==> src/rtl/spi_master_phy_pkg.sv <==
// Shared definitions for the SPI master/slave link: frame layout, op codes,
// FSM state encoding and a frame packing helper.
package spi_defs;

  localparam logic OP_WRITE = 1'b0;
  localparam logic OP_READ  = 1'b1;

  localparam int SPI_ADDR_W     = 7;
  localparam int SPI_DATA_W     = 8;
  localparam int SPI_FRAME_BITS = 16;

  typedef enum logic [2:0] {
    ST_IDLE  = 3'd0,
    ST_SETUP = 3'd1,
    ST_SHIFT = 3'd2,
    ST_HOLD  = 3'd3,
    ST_GAP   = 3'd4
  } spi_state_e;

  // Frame is {op, addr, data}; the data byte is zeroed on reads.
  function automatic logic [SPI_FRAME_BITS-1:0] spi_pack_frame(
    input logic                  rd,
    input logic [SPI_ADDR_W-1:0] addr,
    input logic [SPI_DATA_W-1:0] wdata
  );
    logic [SPI_DATA_W-1:0] data;
    data = (rd == OP_READ) ? '0 : wdata;
    return {rd, addr, data};
  endfunction

endpackage

==> src/rtl/spi_master_phy_sck_gen.sv <==
// SCK generator: divides clk into CLK_DIV-cycle low/high half-periods while
// enabled, and flags the last clk of each high phase.
module spi_sck_gen #(
  parameter int unsigned CLK_DIV = 4
) (
  input  logic clk,
  input  logic reset_n,
  input  logic en,
  output logic sck,
  output logic fall_stb,
  output logic rise_end_stb
);

  logic [7:0] div_cnt;
  logic       div_last;

  assign div_last = (div_cnt == 8'(CLK_DIV - 1));

  // Half-period counter and sck register; parked low with a cleared count
  // whenever disabled so each frame starts on a full low phase.
  always_ff @(posedge clk or negedge reset_n) begin
    if (!reset_n) begin
      div_cnt <= '0;
      sck     <= 1'b0;
    end else if (!en) begin
      div_cnt <= '0;
      sck     <= 1'b0;
    end else if (div_last) begin
      div_cnt <= '0;
      sck     <= ~sck;
    end else begin
      div_cnt <= div_cnt + 8'd1;
    end
  end

  // The last high clk is also the clk on whose edge sck falls, so the two
  // strobes coincide: one is used for sampling, the other for advancing mosi.
  assign rise_end_stb = en & sck & div_last;
  assign fall_stb     = en & sck & div_last;

endmodule

==> src/rtl/spi_master_phy.sv <==
// SPI master PHY: turns one register-access command into a 16-bit
// {op, addr[6:0], data[7:0]} frame on csn/sck/mosi and captures the read byte
// from miso. All pin outputs are registered.
module spi_master_phy
  import spi_defs::*;
#(
  parameter int unsigned CLK_DIV  = 4,
  parameter int unsigned CS_SETUP = 2,
  parameter int unsigned CS_HOLD  = 2,
  parameter int unsigned CS_IDLE  = 4
) (
  input  logic                  clk,
  input  logic                  reset_n,
  input  logic                  cmd_valid,
  output logic                  cmd_ready,
  input  logic                  cmd_rd,
  input  logic [SPI_ADDR_W-1:0] cmd_addr,
  input  logic [SPI_DATA_W-1:0] cmd_wdata,
  output logic                  rsp_valid,
  output logic [SPI_DATA_W-1:0] rsp_rdata,
  output logic                  busy,
  output logic                  spi_csn,
  output logic                  spi_sck,
  output logic                  spi_mosi,
  input  logic                  spi_miso
);

  spi_state_e                  state_q, state_d;
  logic [15:0]                 tmr_q;
  logic                        tmr_last;
  logic [SPI_FRAME_BITS-1:0]   shreg_q;
  logic [3:0]                  bit_cnt_q;
  logic [SPI_DATA_W-1:0]       rdata_q;
  logic                        accept;
  logic                        enter_gap;
  logic                        sck_en;
  logic                        fall_stb;
  logic                        rise_end_stb;

  assign accept    = cmd_valid & cmd_ready;
  assign sck_en    = (state_q == ST_SHIFT);
  assign enter_gap = (state_d == ST_GAP) && (state_q != ST_GAP);

  spi_sck_gen #(
    .CLK_DIV (CLK_DIV)
  ) u_sck_gen (
    .clk          (clk),
    .reset_n      (reset_n),
    .en           (sck_en),
    .sck          (spi_sck),
    .fall_stb     (fall_stb),
    .rise_end_stb (rise_end_stb)
  );

  // Terminal count of the timed states (setup, hold, inter-frame gap).
  always_comb begin
    tmr_last = 1'b0;
    case (state_q)
      ST_SETUP: tmr_last = (tmr_q == 16'(CS_SETUP - 1));
      ST_HOLD:  tmr_last = (tmr_q == 16'(CS_HOLD - 1));
      ST_GAP:   tmr_last = (tmr_q == 16'(CS_IDLE - 1));
      default:  tmr_last = 1'b0;
    endcase
  end

  // Next-state logic; bit 15's falling edge leads to HOLD, never back to bit 0.
  always_comb begin
    state_d = state_q;
    case (state_q)
      ST_IDLE:  if (accept) state_d = ST_SETUP;
      ST_SETUP: if (tmr_last) state_d = ST_SHIFT;
      ST_SHIFT: if (fall_stb && (bit_cnt_q == 4'd15)) state_d = ST_HOLD;
      ST_HOLD:  if (tmr_last) state_d = ST_GAP;
      ST_GAP:   if (tmr_last) state_d = ST_IDLE;
      default:  state_d = ST_IDLE;
    endcase
  end

  // State register.
  always_ff @(posedge clk or negedge reset_n) begin
    if (!reset_n) begin
      state_q <= ST_IDLE;
    end else begin
      state_q <= state_d;
    end
  end

  // State timer: restarts on every state change, idles at zero otherwise.
  always_ff @(posedge clk or negedge reset_n) begin
    if (!reset_n) begin
      tmr_q <= '0;
    end else if ((state_d != state_q) || (state_q == ST_IDLE) || (state_q == ST_SHIFT)) begin
      tmr_q <= '0;
    end else begin
      tmr_q <= tmr_q + 16'd1;
    end
  end

  // Shift register, bit counter and mosi: load on accept, advance on sck fall.
  always_ff @(posedge clk or negedge reset_n) begin
    if (!reset_n) begin
      shreg_q   <= '0;
      bit_cnt_q <= '0;
      spi_mosi  <= 1'b0;
    end else begin
      if (accept) begin
        shreg_q   <= spi_pack_frame(cmd_rd, cmd_addr, cmd_wdata);
        bit_cnt_q <= '0;
        spi_mosi  <= cmd_rd;
      end else if (sck_en && fall_stb && (bit_cnt_q != 4'd15)) begin
        shreg_q   <= {shreg_q[SPI_FRAME_BITS-2:0], 1'b0};
        bit_cnt_q <= bit_cnt_q + 4'd1;
        spi_mosi  <= shreg_q[SPI_FRAME_BITS-2];
      end
      if (enter_gap) begin
        spi_mosi <= 1'b0;
      end
    end
  end

  // Read capture: miso sampled at the end of each data-phase high phase.
  always_ff @(posedge clk or negedge reset_n) begin
    if (!reset_n) begin
      rdata_q <= '0;
    end else if (accept) begin
      rdata_q <= '0;
    end else if (sck_en && rise_end_stb && bit_cnt_q[3]) begin
      rdata_q <= {rdata_q[SPI_DATA_W-2:0], spi_miso};
    end
  end

  // Registered handshake, response and chip-select outputs.
  always_ff @(posedge clk or negedge reset_n) begin
    if (!reset_n) begin
      cmd_ready <= 1'b0;
      busy      <= 1'b0;
      spi_csn   <= 1'b1;
      rsp_valid <= 1'b0;
      rsp_rdata <= '0;
    end else begin
      cmd_ready <= (state_d == ST_IDLE);
      busy      <= (state_d != ST_IDLE);
      spi_csn   <= !((state_d == ST_SETUP) || (state_d == ST_SHIFT) || (state_d == ST_HOLD));
      rsp_valid <= enter_gap;
      if (enter_gap) begin
        rsp_rdata <= rdata_q;
      end
    end
  end

endmodule

==> config.mk <==
export PLATFORM = sky130hd
export DESIGN_NAME = spi_master_phy
export DESIGN_NICKNAME = d
export VERILOG_FILES = /design/src/rtl/spi_master_phy_pkg.sv /design/src/rtl/spi_master_phy_sck_gen.sv /design/src/rtl/spi_master_phy.sv
export SDC_FILE = /design/constraint.sdc
export NUM_CORES = 1
export LEC_CHECK = 0
export ABC_CLOCK_PERIOD_IN_PS = 5950
export BUFFER_PORTS_ARGS = -buffer_cell sky130_fd_sc_hd__buf_4
export CORE_MARGIN = 2
export CORE_UTILIZATION = 45
export DETAILED_ROUTE_END_ITERATION = 7
export HOLD_SLACK_MARGIN = 0.03
export SETUP_SLACK_MARGIN = 0.2
export SYNTH_ARGS = -nofsm -noshare
export SYNTH_HDL_FRONTEND = slang
export SYNTH_SLANG_ARGS = --single-unit
==> constraint.sdc <==
create_clock -name clk -period 5.95 [get_ports clk]
set_input_delay 0.595 -clock clk [delete_from_list [all_inputs] [get_ports clk]]
set_output_delay 0.595 -clock clk [all_outputs]
set_load 0.01 [all_outputs]
==> results_dict.tcl, run 1 <==
set metrics [dict create \
    cts_tree "yes" \
    gr-total-overflow 0 \
    drive_gt1_frac 0.231 \
    final_common_cell "dfrtp_1" \
    cts_buffer_depth 2 \
    synthArstFlopShare 1.00 \
    dieArea_um2 7750 \
    yosys_warnings 0 \
    multiInputGateArea_um2 1410 \
    ios 34 \
    grtUsageTotal 0.169 \
    cpLargestDelayFamily "simple AND/OR/NAND/NOR gates" \
    postSynthCellCount 280 \
    start_util 0.465 \
    ys_seq_area_frac 0.536 \
    syn_nets 303 \
    hold_viol 0 \
    worst-path-buf-inv 0 \
    finalNetCount 338 \
    ys_types 53 \
    postLayoutCoreUtil 0.547 \
    postSynthAreaPerCell_um2 11.4 \
    layout_worst_path_cycle_share 0.429 \
    power_density_nw_per_um2 258 \
    critPathLaunchType "flop" \
    syn_area_um2 3180 \
    wl_met1_um 3090 \
    ys_ff_latch 68 \
    routed-wl-met3_um 299 \
    holdWs_ns 0.353 \
    relSlewSlack 0.276 \
    antenna_found_initial 0 \
    grt_max_degree 69 \
    grt_pass1_wl_um 10200 \
    num_rows 30 \
    coreArea_um2 6830 \
    ff_latch_area_um2 1700 \
    cts_buffers 9 \
    dpl.hpwl_um 3900 \
    crit_type "flop to flop" \
    place_congestion 0.733 \
    max_freq_ghz 0.392 \
    routedWlPerCell_um 14.4 \
    path_cells "ha_1, nor4b_1, and4_1, mux2i_1, o21ai_0" \
    worst_slew_pin_slew_ns 1.09 \
    drt-pass1-iter-count 4 \
    finalSetupViolCount 0 \
    status "finished clean" \
    wl_met2_um 2520 \
    syn_to_final_growth_pct 17.5 \
    holdBufCountCts 0 \
    postRouteAntennaNets 0 \
    maxSlewViolCount 0 \
    cts_resized 0 \
    wirelength_um 5980 \
    clock_tree.root_cell "clkbuf_8" \
    finalSetupTns_ns 0 \
    drc 0 \
    htreeDepth 3 \
    worst_clock_skew_ns 0.0141 \
    clkLatencyLatePin_ns 0.34 \
    grt_pass1_vias 2121 \
    clk_pin_slew_ns 0.08 \
    grt_setup_unrepaired "no" \
    p_leak_nw 1.61 \
    hp-class "primary input to asynchronous set/reset pin" \
    maxCapViolations 0 \
    vias 2223 \
    portBuffers 33 \
    fin_crit_ns 2.55 \
    end_kind "flop" \
    synth_edf_count 0 \
    die_w_um 88.0 \
    die-height_um 88.0 \
    cts_setup_buffers 0 \
    crit_path_max_incr_delay_ns 0.99 \
    cp_max_fo 21 \
    peakVddDrop_uv 131 \
    arrival_ns 2.75 \
    antenna_cells_inserted 0 \
    top_layer "met4" \
    most-common-layout-cells "dfrtp_1 (67), buf_4 (36), nand2_1 (22), mux2i_1 (18), a21oi_1 (16)" \
    cp_slowest_cell "and4_1" \
    required_ns 6.15 \
    fillers 616 \
    viasPerCell 5.34 \
    first_iter_violations 125 \
    synth-main-ff-cell "dfrtp_1" \
    cts_sinks 68 \
]
sequential cells by signal (all words and copies together) (netlist names), 3 cells and up:
signal             cells
tmr_q                 16
rdata_q                8
state_q                3
bit_cnt_q              4
shreg_q               15
rsp_rdata              8
u_sck_gen.div_cnt      8
through the flow:
step	cells	setup slack [ns]	instance area, um^2	total power, mW
after global placement	400	3.46	3510	0.547
after detailed placement	400	3.41	3510	0.548
after CTS	416	3.39	3730	0.974
after global routing	416	3.11	3730	1.00
final	416	3.40	3730	0.962
after floorplan	280	4.02	3180	0.516
path summary, 6_finish.rpt:
check | endpoint | cells after the start | startpoint | slack (ns)
worst max-delay path | shreg_q[2]$_DFFE_PN0P_ | 5 | u_sck_gen.div_cnt[0]$_DFF_PN0_ | 3.40
worst min-delay path | shreg_q[6]$_DFFE_PN0P_ | 1 | reset_n | 0.35
worst max register to register | shreg_q[2]$_DFFE_PN0P_ | 5 | u_sck_gen.div_cnt[0]$_DFF_PN0_ | 3.40
worst min register to register | rdata_q[7]$_DFFE_PN0P_ | 1 | rdata_q[7]$_DFFE_PN0P_ | 0.51
max in group asynchronous | bit_cnt_q[2]$_DFFE_PN0P_ | 1 | reset_n | 5.04
min in group clk | shreg_q[9]$_DFFE_PN0P_ | 3 | cmd_addr[1] | 0.45
power breakdown:
part           internal, mW  switching [mW]
combinational        0.0257          0.0283
clock                 0.239           0.186
sequential            0.475         0.00837
Yosys cell counts (4+ instances only):
cell type,number,area share
a21oi_1,16,0.025
dfrtp_1,67,0.53
xnor2_1,9,0.025
mux2i_1,18,0.057
nor3_1,7,0.011
mux2_4,8,0.038
xor2_1,12,0.033
nand3_1,14,0.022
o21ai_0,15,0.024
clkbuf_1,7,0.0083
nor2_1,14,0.017
nand4_1,4,0.0079
nand2_1,22,0.026
nand3b_1,8,0.019
a22o_1,8,0.022
cell type report:
class                           count  share of cell area
Inverter                            3             0.00302
Tap cell                           96              0.0322
Timing Repair Buffer               36              0.0724
Multi-Input combinational cell    197               0.376
Clock inverter                      7              0.0268
Clock buffer                        9              0.0332
Sequential cell                    68               0.456
cell families (layout without fill, tap and decap cells):
logic type	count (synthesis)	after routing	share of synthesized area
AOI/OAI and AO/OA	50	50	0.101
xor gates and xnor gates	21	21	0.0579
adders and majority gates	3	3	0.0118
buffers and inverters	15	55	0.0220
DFF	68	68	0.536
muxes	26	26	0.0945
and+or+nand+nor	97	97	0.177
metal layers:
layer	vias to the layer above	GRT usage
met2	41	0.246
met1	1087	0.250
met4	0	0.0510
met3	7	0.0405
li1	1088	-
met5	-	0
(Power assumes the default switching activity.)
==> inputs of run 2 (changes only) <==
--- a/config.mk
+++ b/config.mk
@@ -5,12 +5,13 @@
 export SDC_FILE = /design/constraint.sdc
 export NUM_CORES = 1
 export LEC_CHECK = 0
-export ABC_CLOCK_PERIOD_IN_PS = 5950
+export ABC_CLOCK_PERIOD_IN_PS = 2050
 export BUFFER_PORTS_ARGS = -buffer_cell sky130_fd_sc_hd__buf_4
 export CORE_MARGIN = 2
 export CORE_UTILIZATION = 45
 export DETAILED_ROUTE_END_ITERATION = 7
 export HOLD_SLACK_MARGIN = 0.03
+export PLACE_DENSITY = 0.66
 export SETUP_SLACK_MARGIN = 0.2
 export SYNTH_ARGS = -nofsm -noshare
 export SYNTH_HDL_FRONTEND = slang
==> constraint.sdc (replaced) <==
create_clock -name clk -period 2.05 [get_ports clk]
set_input_delay 0.205 -clock clk [delete_from_list [all_inputs] [get_ports clk]]
set_output_delay 0.205 -clock clk [all_outputs]
set_load 0.01 [all_outputs]
==> run 2 against run 1 <==
  * Cell area grew 9.5%
  * Global-route usage grew 0.63 points
  * Highest routed layer unchanged
  * Sequential power grew to 2.9 times the previous value
  * Via count grew 5.5%
  * Routed wire length grew 8.2%
  * Clock power grew to 3.5 times the previous value
  * Sequential share of layout area shrank 3.8 points
  * Non-clock buffer count grew 18
==> results_dict.tcl, run 2 (synthesis results as in run 1) <==
set metrics [dict create \
    status "finished clean" \
    die-height_um 88.0 \
    clk_pin_slew_ns 0.08 \
    end_kind "flop" \
    grt_pass1_vias 2185 \
    r2r_end "rsp_rdata[6]$_DFFE_PN0P_" \
    pre_cts_ws_ns 0.141 \
    htreeDepth 3 \
    die_w_um 88.0 \
    start_util 0.465 \
    portBuffers 33 \
    layout_worst_path_cycle_share 0.914 \
    gr-total-overflow 0 \
    finalNetCount 357 \
    power_density_nw_per_um2 745 \
    drive_gt1_frac 0.327 \
    finalSetupTns_ns 0 \
    worst_clock_skew_ns 0.0116 \
    drc 0 \
    grt_max_degree 45 \
    final_common_cell "dfrtp_1" \
    postRouteAntennaNets 0 \
    vias 2345 \
    num_rows 30 \
    grtUsageTotal 0.175 \
    wirelength_um 6460 \
    ios 34 \
    clock_tree.root_cell "clkbuf_8" \
    syn_to_final_growth_pct 28.6 \
    worst-r2r-setup-slack_ns 0.18 \
    cts_buffers 9 \
    top_register "tmr_q" \
    cp_max_fo 7 \
    peakVddDrop_uv 362 \
    largest_reg_flops 16 \
    maxSlewViolCount 0 \
    worst_slew_pin_slew_ns 0.589 \
    maxCapViolations 0 \
    max_freq_ghz 0.534 \
    required_ns 2.28 \
    grt_setup_unrepaired "yes" \
    most-common-layout-cells "dfrtp_1 (62), buf_4 (47), nand2_1 (22), mux2i_1 (18), o21ai_0 (15)" \
    worst_slack_ns 0.176 \
    arrival_ns 2.10 \
    p_leak_nw 1.74 \
    fillers 550 \
    reg2reg_from "tmr_q[4]$_DFF_PN0_" \
    dieArea_um2 7750 \
    place_congestion 0.812 \
    viasPerCell 5.39 \
    first_iter_violations 115 \
    instances_no_fill 435 \
    dpl.hpwl_um 3970 \
    coreArea_um2 6830 \
    finalSetupViolCount 0 \
    drt-pass1-iter-count 4 \
    routedWlPerCell_um 14.9 \
    place_inst 408 \
    relSlewSlack 0.607 \
    hp-class "primary input to flop" \
    clkLatencyLatePin_ns 0.35 \
    cts_sinks 68 \
    cts_tree "yes" \
    cp-endpoint "rsp_rdata[6]$_DFFE_PN0P_" \
    grt_pass1_wl_um 10400 \
    crit_type "flop to flop" \
    startpoint "tmr_q[4]$_DFF_PN0_" \
    top_regs "tmr_q (16), shreg_q (15)" \
    hold_viol 0 \
    rr_worst_depth 4 \
    cts_buffer_depth 2 \
    critPathLaunchType "flop" \
    fin_crit_ns 1.87 \
    antenna_cells_inserted 0 \
    antenna_found_initial 0 \
]
## run 2: worst min path at each step
stage / start / endpoint / slack (ns) / cells past startpoint
2_1_floorplan: reset_n / bit_cnt_q[0]$_DFFE_PN0P_ / -0.09 / 0
3_3_place_gp: reset_n / shreg_q[6]$_DFFE_PN0P_ / 0.25 / 1
3_5_place_dp: reset_n / shreg_q[6]$_DFFE_PN0P_ / 0.26 / 1
4_1_cts: cmd_addr[1] / shreg_q[9]$_DFFE_PN0P_ / 0.06 / 3
5_1_grt: spi_miso / rdata_q[0]$_DFFE_PN0P_ / 0.06 / 2
6_report: spi_miso / rdata_q[0]$_DFFE_PN0P_ / 0.08 / 2
## run 2: worst max-delay path, stage by stage, from the launching register on
cell,delay [ns]
dfrtp_2,0.45
nor4b_4,0.29
nand2_2,0.17
or4_4,0.53
mux2_4,0.32
## run 2: final cells by class
| type | instances | area, um^2 | share of cell area |
|---|---|---|---|
| sequential | 68 | 1710 | 0.418 |
| tap | 96 | 120 | 0.0294 |
| clock inverter | 7 | 146 | 0.0358 |
| inverter | 3 | 11.3 | 0.00276 |
| clock buffer | 9 | 124 | 0.0303 |
| timing repair buffer | 54 | 462 | 0.113 |
| multi-input combinational | 198 | 1510 | 0.370 |
## run 2: what timing repair did
action,in CTS,in global routing
gates cloned,1,2
endpoints found under the setup margin,32,51
endpoints found under the hold margin,43,0
gates resized for setup,6,24
pin swaps,3,6
hold buffers,1,0
buffers inserted,2,5
## run 2: stage by stage
step	total power, mW	instance area [um^2]	util	hold slack (ns)
6_report	3.04	4090	0.598	0.0750
2_1_floorplan	1.50	3190	-	-0.0906
5_1_grt	3.16	4090	0.598	0.0608
4_1_cts	3.08	3940	0.576	0.0575
3_5_place_dp	1.60	3600	0.527	0.255
3_3_place_gp	1.59	3600	0.527	0.254
## run 2: per-layer routing
| metal | track usage | vias up | wire, um |
|---|---|---|---|
| li1 | - | 1125 | - |
| met3 | 0.0509 | 13 | 223 |
| met1 | 0.238 | 1153 | 3060 |
| met5 | 0 | - | 0 |
| met4 | 0.0826 | 0 | 169 |
| met2 | 0.259 | 54 | 3010 |
## run 2: where the power goes
group	switching (mW)	internal, mW	total, mW
Clock	0.531	0.939	1.47
Combinational	0.0874	0.0821	0.169
Sequential	0.0256	1.38	1.40
==> inputs of run 3 (changes only) <==
--- a/config.mk
+++ b/config.mk
@@ -5,6 +5,7 @@
 export SDC_FILE = /design/constraint.sdc
 export NUM_CORES = 1
 export LEC_CHECK = 0
+export ABC_AREA = 1
 export ABC_CLOCK_PERIOD_IN_PS = 2050
 export BUFFER_PORTS_ARGS = -buffer_cell sky130_fd_sc_hd__buf_4
 export CORE_MARGIN = 2
==> run 3 against run 2 <==
  * Combinational power rose to 7.8 times the previous value
  * Critical path depth rose by 4
  * Global-route usage fell by 0.14 points
  * Cell area fell by 2.2%
  * Critical path type unchanged
  * Critical endpoint is now shreg_q[12]$_DFFE_PN0P_
  * Largest power group is now sequential cells
  * Highest routed layer unchanged
==> results_dict.tcl, run 3 <==
set metrics [dict create \
    status "finished clean" \
    die_w_um 91.3 \
    layout_worst_path_cycle_share 0.797 \
    gr-total-overflow 0 \
    grt_pass1_vias 2601 \
    antenna_cells_inserted 0 \
    syn_area_um2 3430 \
    place_congestion 0.812 \
    htreeDepth 3 \
    worst_slew_pin_slew_ns 0.838 \
    drc 0 \
    postLayoutCoreUtil 0.545 \
    finalInstanceArea_um2 4000 \
    grt_pass1_wl_um 11700 \
    top_register "tmr_q" \
    synth_top_cell_by_area "dfrtp_1" \
    dpl.hpwl_um 4580 \
    most-common-layout-cells "dfrtp_1 (67), nand2_1 (65), inv_1 (52), nand3_1 (45), nor2_1 (41)" \
    power_density_nw_per_um2 1090 \
    netlist_top_cells_area "dfrtp_1 (49%), nand2_1 (7.1%), nand3_1 (6.6%)" \
    cp_max_fo 18 \
    worst_slack_ns 0.416 \
    pre_cts_ws_ns 0.335 \
    final_common_cell "dfrtp_1" \
    first_iter_violations 119 \
    drt-pass1-iter-count 4 \
    ys_types 35 \
    fillers 681 \
    relSlewSlack 0.442 \
    start_util 0.468 \
    end_kind "flop" \
    cts_buffers 9 \
    fin_crit_ns 1.63 \
    hp-class "primary input to flop" \
    postRouteAntennaNets 0 \
    cts_buffer_depth 2 \
    portBuffers 33 \
    drive_gt1_frac 0.200 \
    arrival_ns 1.85 \
    grtUsageTotal 0.174 \
    largest_reg_flops 16 \
    instances_no_fill 544 \
    synthTopCellsByCount "dfrtp_1 (67), nand2_1 (65), inv_1 (52), nand3_1 (45), nor2_1 (41)" \
    finalNetCount 465 \
    place_inst 528 \
    peakVddDrop_uv 489 \
    finalSetupTns_ns 0 \
    syn_to_final_growth_pct 16.4 \
    finalSetupViolCount 0 \
    worst_clock_skew_ns 0.0129 \
    power_mw 4.34 \
    place_area_um2 3770 \
    grt_setup_unrepaired "no" \
    postSynthAreaPerCell_um2 8.56 \
    top_regs "tmr_q (16), shreg_q (15)" \
    num_rows 31 \
    cts_tree "yes" \
    synthArstFlopShare 1.00 \
    required_ns 2.27 \
    postSynthCellCount 401 \
    clkLatencyLatePin_ns 0.34 \
    max_freq_ghz 0.612 \
    coreArea_um2 7330 \
    p_leak_nw 1.88 \
    synth-main-ff-cell "dfrtp_1" \
    viasPerCell 4.94 \
    grt_max_degree 69 \
    antenna_found_initial 0 \
    synthMostInstantiatedCell "dfrtp_1" \
    yosys_warnings 0 \
    ys_seq_area_frac 0.496 \
    crit_type "flop to flop" \
    syn_nets 424 \
    ys_ff_latch 68 \
    cts_sinks 68 \
    critPathLaunchType "flop" \
    wirelength_um 6530 \
    routedWlPerCell_um 12.0 \
    hold_viol 0 \
    clock_tree.root_cell "clkbuf_8" \
    maxSlewViolCount 0 \
    clk_pin_slew_ns 0.07 \
    die-height_um 91.3 \
    ios 34 \
    dieArea_um2 8340 \
    synth_edf_count 0 \
    maxCapViolations 0 \
    vias 2687 \
    netlist.area_leader.share 0.489 \
    holdWs_ns 0.0847 \
]
==> run 3: changes by cell type after synthesis, moves of 8 or more <==
| cell | delta |
|---|---|
| nor2_1 | +27 |
| nand2_1 | +43 |
| a21oi_1 | -12 |
| a22o_1 | -8 |
| mux2i_1 | -18 |
| nand4_1 | +18 |
| nand3_1 | +31 |
| inv_1 | +49 |
| mux2_4 | -8 |
==> run 3: kinds of logic after synthesis <==
kind of cell,Yosys count,share of synthesized area
buffers and inverters,71,0.0897
adder cells (fa/ha/maj),3,0.0109
flip-flops,68,0.496
XOR/XNOR,10,0.0255
AO/OA/AOI/OAI,28,0.0463
AND/OR/NAND/NOR,221,0.331
==> run 3: worst max-delay path, cell delays in order (launching register included) <==
cell and delay, ns:
dfrtp_1 0.50, inv_1 0.17, nand3_4 0.15, nor2_2 0.13, nand3_2 0.16, nand2_2 0.11, inv_2 0.13, nand2_1 0.10
nand3_1 0.08
==> run 3: path summary, 6_finish.rpt <==
| kind | startpoint | to | slack, ns | cells after the start |
|---|---|---|---|---|
| worst max-delay path | state_q[2]$_DFF_PN0_ | shreg_q[12]$_DFFE_PN0P_ | 0.42 | 8 |
| worst min-delay path | cmd_addr[0] | shreg_q[8]$_DFFE_PN0P_ | 0.08 | 3 |
| worst max register to register | state_q[2]$_DFF_PN0_ | shreg_q[12]$_DFFE_PN0P_ | 0.42 | 8 |
| worst min register to register | shreg_q[0]$_DFFE_PN0P_ | shreg_q[0]$_DFFE_PN0P_ | 0.48 | 2 |
| max in group asynchronous | reset_n | tmr_q[1]$_DFF_PN0_ | 0.98 | 2 |
| min in group asynchronous | reset_n | tmr_q[6]$_DFF_PN0_ | 0.51 | 2 |
==> run 3: final cells by class <==
| class | count | area [um^2] | share of cell area |
|---|---|---|---|
| Tap cell | 99 | 124 | 0.0310 |
| Clock inverter | 4 | 51.3 | 0.0128 |
| Timing Repair Buffer | 42 | 330 | 0.0827 |
| Inverter | 59 | 221 | 0.0554 |
| Multi-Input combinational cell | 262 | 1430 | 0.358 |
| Sequential cell | 68 | 1700 | 0.426 |
| Clock buffer | 10 | 138 | 0.0344 |
==> run 3: metal layers <==
metal / track usage / part of all wire
met5: 0 / 0
met4: 0.0732 / 0.015
met2: 0.272 / 0.44
met1: 0.240 / 0.50
met3: 0.0282 / 0.041
==> run 3: timing repair <==
item	4_1_cts	5_1_grt
hold endpoints to repair	67	0
buffers inserted	0	1
endpoints found under the setup margin	0	14
resized for setup	0	1
hold buffers	1	0
==> run 3: power breakdown <==
part           switching, mW  internal, mW  leakage (nW)
Combinational          0.793         0.517         0.884
Sequential             0.239          1.72         0.902
Clock                  0.487         0.581        0.0942
Total                   1.52          2.82          1.88
